===== config.mk =====
export PLATFORM = sky130hd
export DESIGN_NAME = mrelbp_ci_r6
export DESIGN_NICKNAME = d
export VERILOG_FILES = /design/src/rtl/mrelbp_ci_r6.sv
export SDC_FILE = /design/constraint.sdc
export NUM_CORES = 1
export LEC_CHECK = 0
export ABC_CLOCK_PERIOD_IN_PS = 28000
export BUFFER_PORTS_ARGS = -buffer_cell sky130_fd_sc_hd__buf_2
export CAP_MARGIN = 10
export CELL_PAD_IN_SITES_DETAIL_PLACEMENT = 1
export CELL_PAD_IN_SITES_GLOBAL_PLACEMENT = 2
export CORE_MARGIN = 2
export CORE_UTILIZATION = 44
export CTS_CLUSTER_SIZE = 25
export DETAILED_ROUTE_END_ITERATION = 7
export HOLD_SLACK_MARGIN = 0.15
export PLACE_DENSITY = 0.95
export SLEW_MARGIN = 25
export SYNTH_ARGS = -nofsm -noshare
export SYNTH_HDL_FRONTEND = slang
export SYNTH_SLANG_ARGS = --single-unit

===== constraint.sdc =====
create_clock -name clk -period 28 [get_ports clk]
set_clock_uncertainty 0.05 [all_clocks]
set_input_delay 1.4 -clock clk [delete_from_list [all_inputs] [get_ports clk]]
set_output_delay 1.4 -clock clk [all_outputs]
set_load 0.03 [all_outputs]

===== src/rtl/mrelbp_ci_r6.sv =====
// mrelbp_ci_r6 -- radius-6 centre-intensity bit of the MRELBP descriptor.
//
// A 13x13 window is streamed in one column per cycle. For every complete
// window the block reports whether the 3x3 median around the centre is at
// least the window mean (169*median >= window sum, so no divider is needed).
//
// Ports:
//   clk              rising-edge clock
//   rst              asynchronous active-high reset, clears all state
//   done_i           column valid; S1..S13 are taken on every edge where high
//   S1..S13          one window column, S1 = top row, unsigned 8-bit
//   done_o           ci_o is valid this cycle
//   ci_o             CI bit, holds its last value while done_o is low
//   progress_done_o  one-cycle end-of-frame pulse
module mrelbp_ci_r6 (
    input  logic       clk,
    input  logic       rst,
    input  logic       done_i,
    input  logic [7:0] S1,
    input  logic [7:0] S2,
    input  logic [7:0] S3,
    input  logic [7:0] S4,
    input  logic [7:0] S5,
    input  logic [7:0] S6,
    input  logic [7:0] S7,
    input  logic [7:0] S8,
    input  logic [7:0] S9,
    input  logic [7:0] S10,
    input  logic [7:0] S11,
    input  logic [7:0] S12,
    input  logic [7:0] S13,
    output logic       done_o,
    output logic       ci_o,
    output logic       progress_done_o
);

    // col_in[r] is row r of the incoming column (r = 0 is S1)
    logic [12:0][7:0]        col_in;
    // col[k][r]: k = 0 newest column, k = 12 oldest
    logic [12:0][12:0][7:0]  col;
    logic [12:0][11:0]       csum;
    logic [11:0]             csum_in;
    logic [15:0]             win_sum;
    logic [3:0]              fill;
    logic                    done_d;
    logic                    eof;
    logic                    win_done;
    logic                    v1;
    logic                    v2;
    logic [7:0]              med;
    logic [7:0]              med_c;
    logic [15:0]             sum2;
    logic [15:0]             prod;
    logic [1:0]              eof_pipe;
    logic [8:0][7:0]         pix;
    logic [3:0]              rank;

    assign col_in   = {S13, S12, S11, S10, S9, S8, S7, S6, S5, S4, S3, S2, S1};
    assign eof      = done_d & ~done_i;
    // counter already at 12 means the incoming column is the 13th or later
    assign win_done = (fill >= 4'd12);
    assign prod     = {8'd0, med} * 16'd169;

    always_comb begin
        csum_in = '0;
        for (int r = 0; r < 13; r++)
            csum_in = csum_in + {4'd0, col_in[r]};
    end

    // 3x3 centre: rows S6..S8 of columns 5..7 in the store
    always_comb begin
        pix = '0;
        for (int c = 0; c < 3; c++)
            for (int r = 0; r < 3; r++)
                pix[c*3 + r] = col[5 + c][5 + r];
    end

    // Rank-selection median: each pixel counts how many others sort before
    // it (ties broken by index so ranks are a permutation); rank 4 is the median.
    always_comb begin
        med_c = '0;
        rank  = '0;
        for (int i = 0; i < 9; i++) begin
            rank = '0;
            for (int j = 0; j < 9; j++)
                if ((pix[j] < pix[i]) || ((pix[j] == pix[i]) && (j < i)))
                    rank = rank + 4'd1;
            if (rank == 4'd4)
                med_c = pix[i];
        end
    end

    always_ff @(posedge clk or posedge rst) begin
        if (rst) begin
            col             <= '0;
            csum            <= '0;
            win_sum         <= '0;
            fill            <= '0;
            done_d          <= 1'b0;
            v1              <= 1'b0;
            v2              <= 1'b0;
            med             <= '0;
            sum2            <= '0;
            done_o          <= 1'b0;
            ci_o            <= 1'b0;
            eof_pipe        <= '0;
            progress_done_o <= 1'b0;
        end else begin
            done_d <= done_i;
            v1     <= done_i & win_done;
            if (done_i) begin
                col     <= {col[11:0], col_in};
                csum    <= {csum[11:0], csum_in};
                // running sum stays exact because stores start each frame at zero
                win_sum <= win_sum + {4'd0, csum_in} - {4'd0, csum[12]};
                if (fill != 4'd13)
                    fill <= fill + 4'd1;
            end else if (eof) begin
                col     <= '0;
                csum    <= '0;
                win_sum <= '0;
                fill    <= '0;
            end
            // later stages read pre-edge values, so a clear does not disturb them
            med    <= med_c;
            sum2   <= win_sum;
            v2     <= v1;
            done_o <= v2;
            if (v2)
                ci_o <= (prod >= sum2);
            eof_pipe        <= {eof_pipe[0], eof};
            progress_done_o <= eof_pipe[1];
        end
    end

endmodule


==> flow_metrics.py <==
metrics = {
    "clock_tree": {
        "tritoncts": "done",
        "path_clk_slew_ps": 70,
        "cts.sinks": 400,
        "htree_levels": 2,
        "numCtsBuffers": 43,
        "max-clock-path-buffers": 3,
        "cts_resized": 0,
        "cts_setup_buffers": 0,
        "cts_root_buf": "clkbuf_16",
        "ctsHoldBuffers": 0,
        "insertion_delay_ps": 600,
    },
    "sta": {
        "slew_viol_final": 0,
        "timing.final.crit_share_pct": 31.54,
        "tightest_slew_ps": 1034,
        "maxSlewHeadroom_pct": 31.06,
        "final_hold_viol_count": 0,
        "fin_setup_tns_ps": 0,
        "fmax_mhz": 113.2,
        "fin_crit_ps": 8830,
        "setup_violations": 0,
        "rsz0062_at_grt": "false",
    },
    "critical_path": {
        "cp.arrival_ps": 9290,
        "crit_path_max_incr_delay_ps": 760,
        "critical-path-top-delay-family": "simple AND/OR/NAND/NOR gates",
        "r2r_cells": 31,
        "r2r_start": "col[681]",
        "worstPathRequired_ps": 28460,
        "startpoint": "col[681]",
        "crit_buf_inv": 3,
        "cpMaxStageDelayCell": "nor4_2",
        "crit_top_cell": "ha_1",
        "critPathLaunchType": "register",
        "path_class": "register to register",
        "reg2reg_to": "med[6]",
        "r2r_slack_ps": 19170,
        "crit_fanout": 17,
        "crit_path_end_kind": "register",
    },
    "layout": {
        "mostFrequentLayoutCells": "nand2_1, ha_1, dfrtp_1",
        "syn_to_final_growth_pct": 8.785,
        "post-route-util_pct": 48.42,
        "fin_nets": 4300,
        "multiInputGateArea_um2": 20400,
        "final_common_cell": "nand2_1",
        "num-fill-cells": 8476,
        "regArea_um2": 10010,
        "fin_area_um2": 35330,
        "drive_gt1_share_pct": 7.306,
    },
    "detailed_routing": {
        "via_per_inst": 5.698,
        "num_vias": 26450,
        "finalWirelength_mm": 95.47,
        "wl_per_cell_um": 20.57,
        "drc": 0,
        "drt_iter0_markers": 1724,
        "firstDrtPassIters": 5,
        "drtAntennaViolNets": 0,
    },
    "logic_synthesis": {
        "synth-async-reset-ratio_pct": 100.0,
        "ys_top_cells_by_area": "dfrtp_1, ha_1, fa_1",
        "yosys_most_used_dff": "dfrtp_1",
        "ys_types": 112,
        "synth_top_area_share_pct": 30.82,
        "syn_area_um2": 32470,
        "syn-num-nets": 4266,
        "ys_seq_elements": 400,
        "synth_edf_count": 0,
        "syn_inst": 3614,
        "yosysWarningCount": 0,
        "seq_area_frac_synth_pct": 30.82,
        "yosys.area.top_type": "dfrtp_1",
        "post_synth.cell_area_avg_um2": 8.986,
    },
    "global_routing": {
        "globalRouteTotalUtil_pct": 25.36,
        "grt_pass1_vias": 27630,
        "grt_max_degree": 178,
        "overflow": 0,
        "antenna_found_initial": 1,
        "grt_pass1_wl_mm": 152.7,
    },
    "floorplan": {
        "dieArea_um2": 75990,
        "ioPinCount": 110,
        "rows": 99,
        "die_h_um": 275.7,
        "start_util_pct": 44.51,
        "die_w_um": 275.7,
        "core_area_um2": 72960,
    },
    "placement": {
        "place.gp.congestion": 0.9114,
        "hpwl_mm": 68.94,
        "portBuffers": 109,
        "placed_area_um2": 33840,
    },
    "worst_hold_path": {
        "holdPathStages": 0,
        "hp-class": "register to register",
        "min_from": "eof_pipe[1]",
        "hold-path-endpoint": "progress_done_o",
    },
    "outcome": {
        "status": "finished, final reports clean",
    },
    "job": {
        "drv_cap": 0,
    },
}
[layout make-up]
| cell class | instances | area share, % |
|---|---|---|
| multi-input cells | 2678 | 57.76 |
| repair buffers | 133 | 2.185 |
| clock buffers | 62 | 3.560 |
| clock inverters | 17 | 0.5419 |
| inverters | 392 | 4.208 |
| flip-flops and latches | 400 | 28.35 |
| diodes | 1 | 0.007084 |
| well taps | 959 | 3.397 |
[through the flow]
step           setup slack, ps  std cells  hold slack [ps]
2_1_floorplan            15430       3614            281.2
3_3_place_gp             19350       4561            281.6
3_5_place_dp             19170       4561            286.4
4_1_cts                  19300       4640            300.4
5_1_grt                  18670       4641            309.0
6_report                 19170       4642            296.5
[cell usage after synthesis (all sizes together), types with 6 or more instances]
master / n
nor3: 33
xnor3: 11
xor2: 34
o21a: 19
or2: 13
nand4: 46
a22o: 15
o2111ai: 6
nor4: 12
and3: 36
a21oi: 149
a31oi: 13
o21bai: 33
a21o: 50
mux2: 11
dfrtp: 400
o211ai: 32
nand2: 450
xnor2: 79
mux2i: 14
o22ai: 15
clkbuf: 127
a211oi: 23
o21ai: 344
nor2b: 32
a221o: 11
buf: 16
a32o: 9
nand3: 56
and2: 16
and4: 11
a21boi: 18
a211o: 9
inv: 392
nor4b: 7
nor2: 74
fa: 104
nand2b: 288
or3: 12
o31ai: 87
ha: 441
[metal layers]
metal  global-route usage, %  vias to the layer above  wire (um)
met4                   9.033                        2       3459
li1                        -                    12470          -
met3                   3.445                      218       5038
met1                   33.18                    13090      41900
met5                       0                        -         14
met2                   42.91                      668      45060
[logic make-up (layout without fill, tap and decap cells)]
kind of cell / count (synthesis) / after routing / synth area share [%]
compound gates: 874 / 874 / 17.16
fa+ha+maj: 545 / 545 / 23.40
buf+inv: 536 / 604 / 6.361
other cells: 0 / 1 / 0
simple gates: 1108 / 1108 / 17.46
flops: 400 / 400 / 30.82
xor+xnor: 126 / 126 / 3.980
mux: 25 / 25 / 0.8130
[worst max-delay path by stage]
| stage | endpoint | slack [ps] | depth (start not counted) |
|---|---|---|---|
| after global routing | med[6] | 18670 | 31 |
| after global placement | win_sum[15] | 19350 | 28 |
| after detailed placement | win_sum[15] | 19170 | 28 |
| after CTS | med[6] | 19300 | 31 |
| after floorplan | ci_o | 15430 | 1 |
| final | med[6] | 19170 | 31 |
[state kept, by name (all words and copies together) (netlist names)]
register	count
ci_o	1
col	192
csum	156
done_d	1
done_o	1
eof_pipe	2
fill	4
med	8
progress_done_o	1
sum2	16
v1	1
v2	1
win_sum	16
Power is not shown: default switching activity piles up to over one toggle a cycle in this logic, so the estimate is an artifact.
